**src/rtl/seg7_scan_ctrl_pkg.sv**
```systemverilog
// Shared constants and helpers for the multiplexed 7-segment scan controller.
// Scan states are plain constants so older tools and netlists see fixed encodings.
package seg7_pkg;

    typedef logic [1:0] state_t;

    localparam state_t ST_OFF   = 2'd0;
    localparam state_t ST_BLANK = 2'd1;
    localparam state_t ST_SHOW  = 2'd2;

    localparam logic [3:0] BCD_MAX    = 4'd9;
    localparam logic [7:0] ANODE_OFF  = 8'hFF;
    localparam int         MAX_DIGITS = 8;

    // Callers zero-extend their packed BCD word to the widest supported display.
    function automatic logic [3:0] bcd_digit(input logic [4*MAX_DIGITS-1:0] v,
                                             input logic [2:0] i);
        return v[{i, 2'b00} +: 4];
    endfunction

endpackage

```
**src/rtl/seg7_scan_ctrl_if.sv**
```systemverilog
// Control, value handshake and pin-side signals of the scan controller.
// The master side belongs to whoever drives the controller; the slave side is the controller.
interface seg7_scan_ctrl_if #(parameter int NUM_DIGITS = 4);

    logic                    en;
    logic                    lz_en;
    logic [4*NUM_DIGITS-1:0] value_in;
    logic                    value_valid;
    logic                    value_ready;
    logic [6:0]              num;
    logic [NUM_DIGITS-1:0]   an;
    logic                    frame_tick;

    modport master (
        output en, lz_en, value_in, value_valid,
        input  value_ready, num, an, frame_tick
    );

    modport slave (
        input  en, lz_en, value_in, value_valid,
        output value_ready, num, an, frame_tick
    );

endinterface

```
**src/rtl/seg7_scan_ctrl_prescaler.sv**
```systemverilog
// Dwell counter: counts 0..SCAN_DIV-1 and flags the last blanking cycle and the last dwell cycle.
module scan_prescaler #(
    parameter int SCAN_DIV     = 50000,
    parameter int BLANK_CYCLES = 500
) (
    input  logic clk,
    input  logic rst,
    input  logic clr_i,
    output logic tc_o,
    output logic blank_end_o
);

    localparam int CW = $clog2(SCAN_DIV);

    logic [CW-1:0] cnt_q;
    logic [CW-1:0] cnt_d;

    assign tc_o        = (cnt_q == CW'(SCAN_DIV - 1));
    assign blank_end_o = (cnt_q == CW'(BLANK_CYCLES - 1));

    always_comb begin
        if (clr_i || tc_o) begin
            cnt_d = '0;
        end else begin
            cnt_d = cnt_q + 1'b1;
        end
    end

    always_ff @(posedge clk) begin
        if (rst) begin
            cnt_q <= '0;
        end else begin
            cnt_q <= cnt_d;
        end
    end

endmodule

```
**src/rtl/seg7_scan_ctrl.sv**
```systemverilog
// Scans NUM_DIGITS common-anode digits through one shared BCD decoder, taking new values
// through a one-deep pending buffer that is only committed at frame boundaries.
module seg7_scan_ctrl
    import seg7_pkg::*;
#(
    parameter int NUM_DIGITS   = 4,
    parameter int SCAN_DIV     = 50000,
    parameter int BLANK_CYCLES = 500
) (
    input  logic              clk,
    input  logic              rst,
    seg7_scan_ctrl_if.slave   bus
);

    localparam int IW = $clog2(NUM_DIGITS);
    localparam int DW = 4 * NUM_DIGITS;
    localparam int VW = 4 * MAX_DIGITS;

    state_t                state_q, state_d;
    logic [IW-1:0]         idx_q, idx_d;
    logic [DW-1:0]         shadow_q, shadow_d;
    logic [DW-1:0]         pend_q, pend_d;
    logic                  pendFull_q, pendFull_d;
    logic [NUM_DIGITS-1:0] an_q, an_d;
    logic [6:0]            num_q, num_d;
    logic                  tick_q, tick_d;

    logic                  prescaleClr;
    logic                  dwellEnd;
    logic                  blankEnd;
    logic                  commit;
    logic                  transfer;
    logic [VW-1:0]         shadowWide;
    logic [3:0]            digit;
    logic                  nonzeroAbove;
    logic                  suppressed;

    assign prescaleClr = (state_q == ST_OFF) || !bus.en;

    scan_prescaler #(
        .SCAN_DIV     (SCAN_DIV),
        .BLANK_CYCLES (BLANK_CYCLES)
    ) u_prescaler (
        .clk         (clk),
        .rst         (rst),
        .clr_i       (prescaleClr),
        .tc_o        (dwellEnd),
        .blank_end_o (blankEnd)
    );

    always_comb begin
        state_d = state_q;
        idx_d   = idx_q;
        tick_d  = 1'b0;
        commit  = 1'b0;
        case (state_q)
            ST_OFF: begin
                idx_d  = '0;
                commit = pendFull_q;
                if (bus.en) begin
                    state_d = ST_BLANK;
                end
            end
            ST_BLANK: begin
                if (blankEnd) begin
                    state_d = ST_SHOW;
                end
            end
            ST_SHOW: begin
                if (dwellEnd) begin
                    state_d = ST_BLANK;
                    if (idx_q == IW'(NUM_DIGITS - 1)) begin
                        idx_d  = '0;
                        tick_d = 1'b1;
                        commit = pendFull_q;
                    end else begin
                        idx_d = idx_q + 1'b1;
                    end
                end
            end
            default: state_d = ST_OFF;
        endcase
        // Disabling mid-scan abandons the frame; a value waiting in OFF still commits there.
        if (!bus.en && state_q != ST_OFF) begin
            state_d = ST_OFF;
            idx_d   = '0;
            tick_d  = 1'b0;
            commit  = 1'b0;
        end
        transfer   = bus.value_valid && !pendFull_q;
        pendFull_d = (pendFull_q && !commit) || transfer;
        pend_d     = transfer ? bus.value_in : pend_q;
        shadow_d   = commit ? pend_q : shadow_q;
    end

    // Pin values are decoded from next-state values so they change on the same edge as the FSM.
    always_comb begin
        shadowWide   = VW'(shadow_d);
        digit        = bcd_digit(shadowWide, 3'(idx_d));
        nonzeroAbove = 1'b0;
        for (int j = 0; j < NUM_DIGITS; j++) begin
            if (j >= int'(idx_d) && bcd_digit(shadowWide, 3'(j)) != 4'd0) begin
                nonzeroAbove = 1'b1;
            end
        end
        suppressed = bus.lz_en && (idx_d != '0) && !nonzeroAbove;
        an_d       = ANODE_OFF[NUM_DIGITS-1:0];
        num_d      = '0;
        if (state_d == ST_SHOW && !suppressed && digit <= BCD_MAX) begin
            an_d[idx_d] = 1'b0;
            num_d       = {3'b000, digit};
        end
    end

    always_ff @(posedge clk) begin
        if (rst) begin
            state_q    <= ST_OFF;
            idx_q      <= '0;
            shadow_q   <= '0;
            pend_q     <= '0;
            pendFull_q <= 1'b0;
            an_q       <= ANODE_OFF[NUM_DIGITS-1:0];
            num_q      <= '0;
            tick_q     <= 1'b0;
        end else begin
            state_q    <= state_d;
            idx_q      <= idx_d;
            shadow_q   <= shadow_d;
            pend_q     <= pend_d;
            pendFull_q <= pendFull_d;
            an_q       <= an_d;
            num_q      <= num_d;
            tick_q     <= tick_d;
        end
    end

    assign bus.value_ready = !pendFull_q;
    assign bus.an          = an_q;
    assign bus.num         = num_q;
    assign bus.frame_tick  = tick_q;

endmodule

```
**src/flat_wrapper.sv**
```systemverilog
// flat-port wrapper written by rule: the top's interface ports become plain ports
module seg7_scan_ctrl_flat import seg7_pkg::*;
#(
    parameter int NUM_DIGITS   = 4,
    parameter int SCAN_DIV     = 50000,
    parameter int BLANK_CYCLES = 500
)
  (clk, rst, bus_en, bus_lz_en, bus_value_in, bus_value_valid, bus_value_ready, bus_num, bus_an, bus_frame_tick);
  seg7_scan_ctrl_if #(.NUM_DIGITS(NUM_DIGITS)) bus_i ();
  input  logic clk;
  input  logic rst;
  input wire logic [$bits(bus_i.en)-1:0] bus_en;
  input wire logic [$bits(bus_i.lz_en)-1:0] bus_lz_en;
  input wire logic [$bits(bus_i.value_in)-1:0] bus_value_in;
  input wire logic [$bits(bus_i.value_valid)-1:0] bus_value_valid;
  output wire logic [$bits(bus_i.value_ready)-1:0] bus_value_ready;
  output wire logic [$bits(bus_i.num)-1:0] bus_num;
  output wire logic [$bits(bus_i.an)-1:0] bus_an;
  output wire logic [$bits(bus_i.frame_tick)-1:0] bus_frame_tick;
  assign bus_i.en = bus_en;
  assign bus_i.lz_en = bus_lz_en;
  assign bus_i.value_in = bus_value_in;
  assign bus_i.value_valid = bus_value_valid;
  assign bus_value_ready = bus_i.value_ready;
  assign bus_num = bus_i.num;
  assign bus_an = bus_i.an;
  assign bus_frame_tick = bus_i.frame_tick;
  seg7_scan_ctrl #(.NUM_DIGITS(NUM_DIGITS), .SCAN_DIV(SCAN_DIV), .BLANK_CYCLES(BLANK_CYCLES)) u_core (.clk(clk), .rst(rst), .bus(bus_i));
endmodule
```
**config.mk**
```make
export PLATFORM = sky130hd
export DESIGN_NAME = seg7_scan_ctrl_flat
export DESIGN_NICKNAME = d
export VERILOG_FILES = /design/src/rtl/seg7_scan_ctrl_pkg.sv /design/src/rtl/seg7_scan_ctrl_if.sv /design/src/rtl/seg7_scan_ctrl_prescaler.sv /design/src/rtl/seg7_scan_ctrl.sv /design/src/flat_wrapper.sv
export SDC_FILE = /design/constraint.sdc
export NUM_CORES = 1
export LEC_CHECK = 0
export BUFFER_PORTS_ARGS = -buffer_cell sky130_fd_sc_hd__clkbuf_2
export CAP_MARGIN = 10
export CORE_AREA = 2 2 73 102
export DETAILED_ROUTE_END_ITERATION = 10
export DIE_AREA = 0 0 75 104
export GPL_TIMING_DRIVEN = 0
export PLACE_DENSITY_LB_ADDON = 0.1
export SLEW_MARGIN = 20
export SYNTH_ARGS = -nofsm -noshare
export SYNTH_HDL_FRONTEND = slang
export SYNTH_SLANG_ARGS = --single-unit
export TNS_END_PERCENT = 20
```
**constraint.sdc**
```tcl
create_clock -name clk -period 2.3 [get_ports clk]
set_input_delay 0.115 -clock clk [delete_from_list [all_inputs] [get_ports clk]]
set_output_delay 0.115 -clock clk [all_outputs]
set_load 0.01 [all_outputs]
```
; Word-level counts from Yosys, hierarchy flattened
; Cells that the tools add are included.
[classes]
addsub = 2
magnitude_cmp = 6
eq_ne = 6
n_shift = 1
muxes = 21
bitwise = 4
reduce_logical = 29
[ops]
columns = cell, n
row1 = 32-bit by 5-bit indexed part select with 4-bit output, 1
row2 = "16-bit by 1-bit adder with 16-bit output, second input constant", 1
row3 = "16-bit == test, second input constant", 1
row4 = "16-bit by 9-bit == test with 1-bit output, second input constant", 1
row5 = 16-bit two-way mux, 1
row6 = 4-bit nonzero test, 4
row7 = 2-bit two-way mux, 7
row8 = 1-bit logical AND, 11
row9 = 1-bit two-way mux, 9
row10 = "2-bit == test, second input constant", 3
row11 = 2-bit case mux with 3 select lines, 1
row12 = 1-bit logical NOT, 5
row13 = "1-bit by 2-bit greater-or-equal comparator with 1-bit output, first input constant", 2
row14 = "4-bit <= comparator, second input constant", 1
row15 = 4-bit inverter, 1
row16 = 2-bit case mux with 2 select lines, 1
row17 = 2-bit nonzero test, 2
row18 = 2-bit OR reduction, 2
row19 = 4-bit OR reduction, 1
row20 = 1-bit logical OR, 3
row21 = "2-bit by 3-bit less-than comparator with 1-bit output, second input constant", 1
row22 = 1-bit inverter, 3
row23 = "2-bit by 1-bit adder with 2-bit output, second input constant", 1
row24 = 1-bit demux with 2-bit select, 1
row25 = 5 further kinds, 5
[totals]
ff_bits = 65
inputBits = 21
output_inout_bits = 13
wordCells = 79

; Longest topological paths before layout
; Gate-level depths: netlist of run 1.
[depth]
ltp_word = 19
mapped_depth = 10
mapped_depth_nobuf = 8

; Hierarchy
; Synthesis of run 1 repeated with hierarchy kept, for this count alone.
[unflattened]
hier_cells = 314
hier_area_um2 = 2737.6
[modules_own_cells]
columns = module, n_inst, cells_per_inst, area_each_um2, seq_area_each_um2
row1 = seg7_scan_ctrl, 1, 230, 1984.4, 920.9
row2 = scan_prescaler, 1, 84, 753.2, 320.3

; Worst setup path after synthesis of run 1
; No wires, ideal clock.
[synth_path]
path_kind = register -> register
startpoint = register u_core.u_prescaler.cnt_q[11]
endpoint = register u_core.num_q[0] (netlist: u_core.bus.num[0])
setup_ns = 0.118
arrival_time_ns = 2.315
required_ns = 2.182
setup_slack_ns = -0.133
stages_incl_launch_ff = 10
n_path_buf = 2
period_less_slack_ns = 2.433
path_cell_list = dfxtp_1 nor4_4 and4_4 buf_6 a21boi_4 buf_6 mux2i_1 a222oi_1 o41ai_2 o2111a_1
[synth_between]
elab_chain_len = 18
word_cells_on_any_way = 39
classes_between = order compare (4) / eq/ne (3) / shift (1) / mux (15) / bitwise (1) / reduce/logical (15)
[synth_rtl]
columns = item, line_no
row1 = start: declaration, seg7_scan_ctrl_prescaler.sv:15  ; logic [CW-1:0] cnt_q;
row2 = start signal: assignment, seg7_scan_ctrl_prescaler.sv:33  ; cnt_q <= cnt_d;
row3 = branches (longest 18 deep; another with 4-bit <= comparator), -
row4 = end signal: assignment, seg7_scan_ctrl.sv:132  ; num_q <= num_d;
row5 = end: declaration, seg7_scan_ctrl.sv:25  ; logic [6:0] num_q, num_d;
; Several ways; the timed one is not identified.
; A chain may end at the register's enable or synchronous reset.

; Worst setup path in the final report of run 1
[layout_path]
startpoint = register u_core.u_prescaler.cnt_q[9]
endpoint = register u_core.an_q[1] (netlist: u_core.bus.an[1])
[layout_between]
elab_chain_len = 18
word_cells_on_any_way = 45
classes_between = order compare (6) / eq/ne (3) / shift (1) / mux (17) / bitwise (2) / reduce/logical (16)
[layout_rtl]
columns = item, line_no
row1 = branches (longest 18 deep; another with 4-bit <= comparator), -
row2 = end signal: assignment, seg7_scan_ctrl.sv:122  ; an_q <= ANODE_OFF[NUM_DIGITS-1:0];
row3 = end signal: assignment, seg7_scan_ctrl.sv:131  ; an_q <= an_d;
row4 = end: declaration, seg7_scan_ctrl.sv:24  ; logic [NUM_DIGITS-1:0] an_q, an_d;
; Several ways; the timed one is not identified.

==> flow_summary_export.csv, run 1 <==
group,metric,value,unit
global_routing,gr-usage-met2,37.28,%
synth,avgSynthCellArea,8.639,um2
sta,setup_ws,-240.9,ps
power,p_per_area,611.0,nW/um2
critical_path,worstPathArrival,2740,ps
synth,synth-seq-cells,62,
critical_path,cp_slowest_stage_delay,350,ps
sta,period_needed,2541,ps
die,die_h,104,um
synth,synth_cells,325,
critical_path,critPathKind,"reg -> reg",
power,p_clk_share,41.7,%
sta,setup_viol,8,
routing,routed_wl,7277,um
global_routing,grt_overflow,0,
synth,async_flop_share,0,%
sta,max_freq,393.6,MHz
worst_hold_path,hold_path_end,"u_core.pend_q[3]",
synth,synth_edf_count,0,
routing,vias,2477,
routing,postRouteAntennaNets,0,
synth,synth_ff_type,"dfxtp_1",
placed_design,dpl_cell_area,3079,um2
routing,first_pass_iters,4,
critical_path,critPathCaptureType,"flop",
cts,clock_path_buffers,2,
worst_hold_path,whs_path_depth,3,
die,die_w,75,um
run,max_cap_violations,0,
cells_and_area,drive_above_1_share,26.42,%
sta,drv_slew,0,
sta,fin_crit_sh,110.5,%
cells_and_area,stdcell_area,3806,um2
power,internal_power,1.769,mW
routing,drc,0,
global_routing,met1_usage,21.07,%
placed_design,hpwl,5095,um
global_routing,grt_util_met3,4.360,%
critical_path,cpMostUsedCell,"buf_6",
sta,worst_slew_pin_slew,549.8,ps
cells_and_area,nets,423,
global_routing,grt_usage,20.12,%
cts,cts.clk_slew.worst_paths,70,ps
cts,cts_sinks,62,
status,outcome,"finished with violations",
power,irDropWorstVdd,511.9,uV
global_routing,grt_pass1_vias,2513,
critical_path,slowest_stage,"dfxtp_2",
critical_path,cp_top_family,"compound AO/OA/AOI/OAI gates",
cts,cts-root-buf,"clkbuf_8",
power,pwr-share-comb,9.9,%
global_routing,grt_pass1_wl,12080,um
global_routing,grt_max_degree,11,
worst_hold_path,hp-class,"in -> reg",
critical_path,worst-path-buf-inv,4,
die,die-area,7800,um2
die,rows,36,
power,fin_total_pwr,2.325,mW
routing,drtIter0Drc,108,
power,p_leak,1.474,nW
synth,yosysWarnings,0,
sta,slew_headroom,62.96,%
sta,hold_viol,0,
power,swShare,23.91,%
worst_hold_path,min_from,"bus_value_in[3]",
cts,htree_levels,3,
synth,synthDistinctLibCells,54,
cts,cts_tree,"yes",
global_routing,antenna_found_initial,0,
power,pwr-share-seq,48.5,%
die,io_pins,34,
critical_path,reg2reg_slack,-240,ps
critical_path,startpoint_type,"flop",
synth,post_synth_instance_area,2808,um2
sta,clock_skew,7.100,ps
global_routing,gr-max-usage-layer,"met2",
critical_path,worstRegToRegCells,11,
die,start_util,40.74,%
placed_design,place.gp.congestion,0.8963,
cts,clkLatencyLatePin,330,ps
placed_design,portBuffers,29,
critical_path,worstPathMaxFanout,9,
critical_path,r2r-start,"u_core.u_prescaler.cnt_q[9]",
status,violations,"setup timing",
sta,grt_setup_unrepaired,"yes",
critical_path,cp.required,2500,ps
routing,viasPerCell,4.954,
critical_path,cp_cell_sequence,"and4b_1, buf_6, and2_1, buf_6, a21boi_4, buf_12, mux2i_2, o32ai_2, o41ai_4, buf_4, nand4_1",
cells_and_area,area_growth,35.56,%
cts,cts_buffers,9,
cells_and_area,n_antenna_cell,0,
routing,routedWlPerCell,14.55,um
die,core-area,6892,um2
critical_path,rr_endpoint,"u_core.bus.an[1]",
synth,synth_seq_area_share,44.21,%
power,power_switching,0.5561,mW
[cells in the mapped netlist, types with 4 or more instances]
library cell / count / area, um2
xor2_1: 8 / 70.07
xnor2_1: 6 / 52.55
nand4_1: 5 / 31.28
inv_1: 4 / 15.01
a211oi_1: 4 / 30.03
nor2_1: 43 / 161.4
nand3_1: 10 / 50.05
nor4_1: 4 / 25.02
clkbuf_1: 9 / 33.78
dfxtp_1: 62 / 1241
a21oi_1: 32 / 160.2
nor3_1: 4 / 20.02
buf_6: 4 / 45.04
and3_1: 5 / 31.28
mux2i_1: 9 / 90.09
nand2_1: 62 / 232.7
[sequential cells by signal, indices dropped and copies added, names as in the netlist]
signal                    flops
u_core.state_q                2
u_core.u_prescaler.cnt_q     16
u_core.bus.num                4
u_core.shadow_q              16
u_core.bus.an                 4
u_core.bus.frame_tick         1
u_core.pend_q                16
u_core.pendFull_q             1
u_core.idx_q                  2
[power groups by stage]
stage | combinational, mW | clock [mW] | sequential, mW
after floorplan | 0.115 | 0 | 1.14
after global placement | 0.164 | 0 | 1.15
after detailed placement | 0.166 | 0 | 1.15
after CTS | 0.214 | 0.994 | 1.13
after global routing | 0.251 | 1.05 | 1.13
final | 0.229 | 0.969 | 1.13
[cells by family (layout without fill, tap and decap cells)]
logic type,after synthesis,in the layout,synth area share [%]
and+or+nand+nor,154,154,26.34
DFF,62,62,44.21
AOI/OAI and AO/OA,61,61,16.18
buffers and inverters,21,99,4.278
xor gates and xnor gates,14,14,4.367
muxes,10,10,3.610
adders and majority gates,2,2,0.8911
other,1,3,0.1336
[worst reg2reg max path, delay by kind of cell, from the launching register on]
kind / cells / cell delay [ps]
AOI/OAI and AO/OA: 3 / 660
buffers and inverters: 4 / 620
DFF: 1 / 350
muxes: 1 / 310
and+or+nand+nor: 3 / 470
[how the worst max path moves through the flow]
stage | start | to | slack [ps] | cells past startpoint
after global placement | u_core.u_prescaler.cnt_q[12] | u_core.bus.num[0] | -660 | 7
after CTS | u_core.u_prescaler.cnt_q[11] | u_core.bus.an[1] | -180 | 11
after global routing | u_core.u_prescaler.cnt_q[11] | u_core.bus.num[3] | -360 | 13
after detailed placement | u_core.u_prescaler.cnt_q[12] | u_core.bus.num[0] | -640 | 7
after floorplan | u_core.u_prescaler.cnt_q[12] | u_core.bus.num[0] | -90 | 9
final | u_core.u_prescaler.cnt_q[9] | u_core.bus.an[1] | -240 | 11
[layout by cell type (no fill, tap or decap), types with 2 or more instances in the layout]
cell / synthesis / routed
a211oi_4: 0 / 3
clkbuf_1: 9 / 11
nor2_1: 43 / 43
buf_12: 0 / 2
xor2_1: 8 / 8
and3_1: 5 / 5
buf_8: 0 / 2
a32oi_4: 1 / 2
clkbuf_8: 0 / 11
inv_1: 4 / 4
dfxtp_1: 62 / 55
dfxtp_2: 0 / 6
buf_4: 3 / 19
buf_6: 4 / 5
conb_1: 1 / 3
nand4_1: 5 / 5
xnor2_1: 6 / 6
and4_1: 3 / 3
nand2_1: 62 / 62
and2_1: 3 / 3
nor4_1: 4 / 4
a21oi_1: 32 / 32
o41ai_1: 2 / 2
mux2i_4: 0 / 3
clkbuf_2: 0 / 29
mux2i_1: 9 / 5
o211a_1: 2 / 2
or2_2: 2 / 2
nor3_1: 4 / 3
dlygate4sd3_1: 0 / 13
nand3_1: 10 / 10
and4b_1: 3 / 3
[routing by layer]
layer,vias up,share of wire [%]
met3,14,2.2
met1,1152,40
li1,1276,-
met5,-,0
met4,0,2.6
met2,35,55
[cell type report]
type                    instances  area (um2)
multi-input cells             244        1640
well taps                      95       118.9
flip-flops and latches         62        1252
plain buffers                  16       108.9
clock buffers                  13       158.9
fillers                       664        3085
clock inverters                 3       42.54
inverters                       4       15.01
repair buffers                 63       469.2
[per-stage QoR]
stage	std cells	setup WS, ps	hold WS (ps)	setup TNS (ps)	util (%)
3_3_place_gp	451	-660.6	338.5	-5637	44.68
5_1_grt	500	-357.5	7.505	-3439	55.23
2_1_floorplan	327	-86.48	251.0	-111.5	-
4_1_cts	496	-176.2	1.649	-1230	54.16
3_5_place_dp	451	-644.5	343.3	-5653	44.68
6_report	500	-240.9	10.10	-1572	55.23
[what timing repair did]
action                                 in CTS  in global routing
hold buffers                               13                  0
gates resized for setup                    39                  4
setup endpoints to repair                  18                 18
setup buffers                              18                  4
pin swaps                                   8                  3
endpoints found under the hold margin      13                  0
(Power assumes the default switching activity.)
==> inputs of run 2 (changes only) <==
--- a/config.mk
+++ b/config.mk
@@ -7,13 +7,14 @@
 export LEC_CHECK = 0
 export BUFFER_PORTS_ARGS = -buffer_cell sky130_fd_sc_hd__clkbuf_2
 export CAP_MARGIN = 10
-export CORE_AREA = 2 2 73 102
+export CORE_AREA = 2 2 72 101
 export DETAILED_ROUTE_END_ITERATION = 10
-export DIE_AREA = 0 0 75 104
+export DIE_AREA = 0 0 74 103
 export GPL_TIMING_DRIVEN = 0
 export PLACE_DENSITY_LB_ADDON = 0.1
 export SLEW_MARGIN = 20
 export SYNTH_ARGS = -nofsm -noshare
 export SYNTH_HDL_FRONTEND = slang
+export SYNTH_HIERARCHICAL = 1
 export SYNTH_SLANG_ARGS = --single-unit
 export TNS_END_PERCENT = 20
==> run 2 against run 1 <==
  * The flow still finishes with violations (setup timing)
  * First-iteration DRC count is 49% lower
  * Clock power shrank 15%
  * Sequential share of layout area grew 0.61 points
  * Die area decreased by 2.3%
  * Final cell count is 2.4% lower
  * Clock-buffer cell count is 1 lower
  * Hold slack improved by 30 ps
  * Total power decreased by 6.5%
  * Combinational power about the same
  * Global-route usage fell by 0.29 points
  * Critical endpoint is now u_core/bus.num[0]
==> flow_summary_export.csv, run 2 <==
group,metric,value,unit
routing,first_pass_iters,4,
routing,drtIter0Drc,55,
cells_and_area,finalNonFillerCells,488,
cts,cts-root-buf,"clkbuf_8",
sta,worst_slew_pin_slew,560.8,ps
cells_and_area,stdcell_area,3722,um2
synth,avgSynthCellArea,8.719,um2
routing,vias,2392,
sta,grt_setup_unrepaired,"yes",
sta,clock_skew,10.85,ps
sta,max_freq,340.0,MHz
cells_and_area,layout_commonest_cell,"dfxtp_1",
critical_path,critPathCaptureType,"flop",
placed_design,placedCellCount,441,
power,p_per_area,584.1,nW/um2
cts,cts.clk_slew.worst_paths,70,ps
global_routing,grt_pass1_wl,11120,um
run,max_cap_violations,0,
sta,finalHoldWorstSlack,39.83,ps
global_routing,antenna_found_initial,0,
synth,post_synth_instance_area,2738,um2
global_routing,grt_pass1_vias,2401,
cts,htree_levels,3,
cells_and_area,fill_cells,643,
cts,cts_sinks,62,
cts,cts_buffers,9,
cts,clkLatencyLatePin,340,ps
global_routing,grt_max_degree,11,
power,p_leak,1.371,nW
critical_path,slowest_stage,"or4_4",
die,die-area,7622,um2
sta,setup_ws,-641.2,ps
synth,synth_ff_type,"dfxtp_1",
die,die_h,103,um
synth,yosys-top-cells-area,"dfxtp_1, nor2_1, nand2_1",
sta,setup_viol,14,
sta,drv_slew,0,
die,start_util,40.25,%
global_routing,grt_overflow,0,
synth,yosysWarnings,6,
critical_path,worstPathArrival,3170,ps
synth,synth_largest_area_cell,"dfxtp_1",
die,io_pins,34,
critical_path,cpMostUsedCell,"buf_4",
cells_and_area,nets,411,
die,rows,36,
sta,fin_crit_sh,127.9,%
cells_and_area,reg_top3,"u_core/pend_q x16, u_core/shadow_q x16, u_core/u_prescaler/cnt_q x16",
status,violations,"setup timing",
sta,hold_viol,0,
synth,synthDistinctLibCells,58,
cts,cts_tree,"yes",
synth,yosysMostFrequentCell,"dfxtp_1",
die,die_w,74,um
cells_and_area,multi_input_area,1595,um2
placed_design,dpl_cell_area,3020,um2
routing,viasPerCell,4.902,
cells_and_area,n_antenna_cell,0,
placed_design,detailedPlace.worstSlack,-952.8,ps
critical_path,cp_slowest_stage_delay,570,ps
synth,synthTopCellsByCount,"dfxtp_1, nor2_1, nand2_1",
routing,drc,0,
power,fin_total_pwr,2.174,mW
synth,synth_top_area_share,45.34,%
placed_design,portBuffers,30,
critical_path,cp_cell_sequence,"or4_4, nor4_4, buf_4, nand3_4, a21o_1, buf_6, buf_4, mux2i_4, nor2b_1, nor4b_4, o21ai_2, and3_1",
die,core-area,6802,um2
synth,synth_cells,314,
sta,slew_headroom,62.61,%
worst_hold_path,hp-class,"in -> reg",
cells_and_area,drive_above_1_share,26.72,%
cells_and_area,fin_util,54.73,%
sta,period_needed,2941,ps
cells_and_area,area_growth,35.97,%
placed_design,hpwl,4868,um
synth,synth_edf_count,0,
critical_path,critPathKind,"reg -> reg",
critical_path,worstPathMaxFanout,8,
critical_path,cp.required,2530,ps
routing,routed_wl,6892,um
sta,setup-tns-final,-5289,ps
cells_and_area,mostFrequentLayoutCells,"dfxtp_1, nand2_1, nor2_1, clkbuf_2, a21oi_1",
synth,synth_seq_area_share,45.34,%
status,outcome,"finished with violations",
global_routing,grt_usage,19.83,%
critical_path,startpoint_type,"flop",
routing,postRouteAntennaNets,0,
cts,clock_path_buffers,2,
cells_and_area,regArea,1247,um2
power,irDropWorstVdd,274.6,uV
placed_design,place.gp.congestion,0.8592,
synth,synth-seq-cells,62,
routing,routedWlPerCell,14.12,um
synth,async_flop_share,0,%
[run 2: what timing repair did]
action | CTS | global route
gates resized for setup | 31 | 18
setup buffers | 12 | 2
hold buffers | 17 | 0
pin swaps | 14 | 6
setup endpoints to repair | 24 | 24
hold endpoints to repair | 17 | 0
[run 2: worst max-delay path: cells and delay by family, from the launching register on]
family	cells	cell delay, ps
compound gates	2	340
buf+inv	3	480
mux	1	180
flops	1	340
simple gates	6	1500
[run 2: final timing paths]
kind                                startpoint                          end  slack, ps  depth (start not counted)
hold / removal                 bus_value_valid            u_core/pendFull_q         40                          3
hold reg to reg    u_core/u_prescaler/cnt_q[0]  u_core/u_prescaler/cnt_q[0]        470                          1
setup reg to reg  u_core/u_prescaler/cnt_q[13]            u_core/bus.num[0]       -640                         12
setup / recovery  u_core/u_prescaler/cnt_q[13]            u_core/bus.num[0]       -640                         12
[run 2: layout make-up]
type                    instances  share of cell area [%]
clock buffers                  12                   3.899
inverters                       9                  0.9076
multi-input cells             229                   42.86
well taps                      95                   3.193
flip-flops and latches         62                   33.51
clock inverters                 4                  0.6050
plain buffers                  16                   3.092
repair buffers                 61                   11.93
[run 2: logic make-up (layout without fill, tap and decap cells)]
logic type / after synthesis / in the layout / share of synthesized area (%)
AND/OR/NAND/NOR: 148 / 148 / 26.92
flip-flops: 62 / 62 / 45.34
AO/OA/AOI/OAI: 46 / 46 / 10.88
buffers and inverters: 25 / 102 / 5.438
multiplexers: 16 / 16 / 5.896
XOR/XNOR: 14 / 14 / 4.479
adder cells (fa/ha/maj): 2 / 2 / 0.9139
other: 1 / 3 / 0.1370
[run 2: per-layer routing]
layer  track usage (%)  up-vias  wire length [um]
met1             19.59     1101              2718
met3             6.061       13               220
met4             9.930        0               163
li1                  -     1238                 -
met2             36.61       40              3789
met5                 0        -                 0
[run 2: power breakdown]
group	internal, mW	total [mW]	switching [mW]
Combinational	0.117	0.229	0.112
Clock	0.415	0.820	0.405
Sequential	1.10	1.12	0.0252
Total	1.63	2.17	0.543
==> inputs of run 3 (changes only) <==
--- a/config.mk
+++ b/config.mk
@@ -5,11 +5,12 @@
 export SDC_FILE = /design/constraint.sdc
 export NUM_CORES = 1
 export LEC_CHECK = 0
+export ABC_AREA = 1
 export BUFFER_PORTS_ARGS = -buffer_cell sky130_fd_sc_hd__clkbuf_2
 export CAP_MARGIN = 10
-export CORE_AREA = 2 2 72 101
+export CORE_AREA = 2 2 75 105
 export DETAILED_ROUTE_END_ITERATION = 10
-export DIE_AREA = 0 0 74 103
+export DIE_AREA = 0 0 77 107
 export GPL_TIMING_DRIVEN = 0
 export PLACE_DENSITY_LB_ADDON = 0.1
 export SLEW_MARGIN = 20
==> run 3 against run 2 <==
  * The flow now finishes without violations
  * Final cell count increased by 20%
  * Total power increased by 1.6%
  * Die area increased by 8.1%
  * Utilization decreased by 2.6 points
  * Routed wire length increased by 7.4%
==> flow_summary_export.csv, run 3 <==
group,metric,value,unit
cts,clock_path_buffers,2,
synth,yosysMostFrequentCell,"nand2_1",
global_routing,grt_pass1_vias,2648,
synth,synth-seq-cells,62,
synth,yosys-top-cells-area,"dfxtp_1, nand2_1, nor2_1",
routing,viasPerCell,4.694,
cts,clkLatencyLatePin,330,ps
cells_and_area,reg_top3,"u_core/pend_q x16, u_core/shadow_q x16, u_core/u_prescaler/cnt_q x16",
placed_design,place.gp.congestion,0.9210,
critical_path,cp.required,2560,ps
placed_design,hpwl,5227,um
routing,vias,2760,
synth,synthDistinctLibCells,30,
global_routing,grt_usage,18.31,%
die,io_pins,34,
cts,htree_levels,3,
sta,worst_slew_pin_slew,586.6,ps
sta,fin_crit_sh,97.00,%
worst_hold_path,whs_path_depth,3,
placed_design,portBuffers,30,
power,fin_total_pwr,2.209,mW
routing,routed.top_layer,"met4",
routing,first_pass_iters,4,
power,p_per_area,579.9,nW/um2
cts,cts.clk_slew.worst_paths,60,ps
routing,wl_met1,2762,um
routing,routedWlPerCell,12.59,um
synth,avgSynthCellArea,6.989,um2
sta,setup_viol,0,
synth,synth_edf_count,0,
routing,route.met3.wl,149,um
cells_and_area,mostFrequentLayoutCells,"nand2_1, nor2_1, dfxtp_1, inv_1, clkbuf_2",
die,die-area,8239,um2
synth,synth_seq_area_share,41.79,%
cells_and_area,area_growth,28.26,%
sta,max_freq,448.2,MHz
sta,drv_slew,0,
power,irDropWorstVdd,339.6,uV
sta,period_needed,2231,ps
critical_path,worstRegToRegCells,17,
critical_path,worstPathMaxFanout,6,
cts,cts_tree,"yes",
sta,clock_skew,5.844,ps
cells_and_area,fin_util,52.09,%
die,core-area,7315,um2
routing,routed_wl,7400,um
sta,slew_headroom,60.90,%
synth,synth_top_area_share,41.79,%
cells_and_area,n_antenna_cell,0,
synth,yosysWarnings,6,
die,die_w,77,um
synth,async_flop_share,0,%
global_routing,grt_overflow,0,
power,p_leak,1.598,nW
routing,drc,0,
synth,synth_ff_type,"dfxtp_1",
die,start_util,40.61,%
global_routing,grt_max_degree,11,
die,rows,37,
cells_and_area,nets,512,
critical_path,critPathCaptureType,"flop",
routing,wl_met2,4272,um
routing,drtIter0Drc,64,
cts,cts-root-buf,"clkbuf_8",
cells_and_area,layout_commonest_cell,"nand2_1",
die,die_h,107,um
cells_and_area,fill_cells,777,
placed_design,detailedPlace.worstSlack,-307.4,ps
global_routing,antenna_found_initial,0,
synth,synth_largest_area_cell,"dfxtp_1",
synth,synth_cells,425,
cts,cts_buffers,9,
critical_path,startpoint_type,"flop",
sta,hold_viol,0,
synth,post_synth_instance_area,2970,um2
cts,cts_sinks,62,
global_routing,grt_pass1_wl,11890,um
critical_path,worstPathArrival,2500,ps
status,outcome,"complete, no violations",
routing,postRouteAntennaNets,0,
cells_and_area,drive_above_1_share,31.16,%
critical_path,critPathKind,"reg -> reg",
sta,grt_setup_unrepaired,"yes",
worst_hold_path,hp-class,"in -> reg",
synth,synthTopCellsByCount,"nand2_1, dfxtp_1, nor2_1",
sta,setup-tns-final,0,ps
sta,setup_ws,68.94,ps
run,max_cap_violations,0,
run 3: cell types whose count changed in the layout (fill, tap and decap cells not counted), moves of 12 or more:
cell,delta
nand2_2,+22
nand2_4,+12
inv_1,+35
nor2_2,+12
nand2_1,+50
dlygate4sd3_1,-15
nand3_1,+15
run 3: worst paths after layout:
kind	slack, ps	from	end
setup / recovery	70	u_core/u_prescaler/cnt_q[0]	u_core/bus.num[2]
hold reg to reg	470	u_core/pend_q[11]	u_core/pend_q[11]
hold / removal	20	bus_value_in[5]	u_core/pend_q[5]
setup reg to reg	70	u_core/u_prescaler/cnt_q[0]	u_core/bus.num[2]
run 3: routing by layer:
metal  vias to the layer above  GRT usage (%)
li1                       1450              -
met4                         0          9.184
met1                      1260          17.25
met3                        12          3.535
met2                        38          36.78
met5                         -              0
run 3: layout make-up:
cell class	count	area [um2]	area share (%)
plain buffers	15	122.6	3.218
well taps	97	121.4	3.186
clock inverters	3	15.01	0.3941
inverters	51	193.9	5.090
repair buffers	51	327.8	8.604
flip-flops and latches	62	1255	32.94
multi-input cells	299	1647	43.22
clock buffers	10	127.6	3.350
run 3: cells by family (layout without fill, tap and decap cells):
group | Yosys count | after routing | synth area share [%]
AND/OR/NAND/NOR | 254 | 254 | 39.30
buffers and inverters | 66 | 130 | 10.03
flip-flops | 62 | 62 | 41.79
AO/OA/AOI/OAI | 34 | 34 | 6.108
XOR/XNOR | 5 | 5 | 1.475
adder cells (fa/ha/maj) | 2 | 2 | 0.8423
other | 1 | 3 | 0.1262
multiplexers | 1 | 1 | 0.3370
run 3: timing repair:
item | in CTS | in global routing
endpoints found under the setup margin | 8 | 8
setup buffers | 2 | 15
pin swaps | 3 | 27
cloned | 0 | 2
hold buffers | 2 | 0
endpoints found under the hold margin | 2 | 0
gates resized for setup | 21 | 48
run 3: where the power goes:
group          internal [mW]  total (mW)  switching, mW
Sequential              1.11        1.13         0.0192
Clock                  0.367       0.744          0.377
Combinational          0.136       0.337          0.201
run 3: critical path, stage by stage (launching register included):
cell and delay, ps:
dfxtp_4 370, ha_4 140, nand3_4 100, nor2_4 120, nand3_2 100, inv_2 110
nand4_4 100, nand2_4 120, buf_4 120, buf_2 150, nand3_1 100, nand2_1 110
inv_1 60, nand2_1 90, nor2_2 60, nand3_4 100, nand3_2 100, nor2_1 120
run 3: per-stage QoR:
stage               hold WS [ps]  instances  area (um2)
global route               13.39        588        3810
CTS                        2.428        571        3501
detailed placement         353.7        554        3249
finish                     15.04        588        3810
global placement           347.2        554        3249
floorplan                  258.0        427        2978
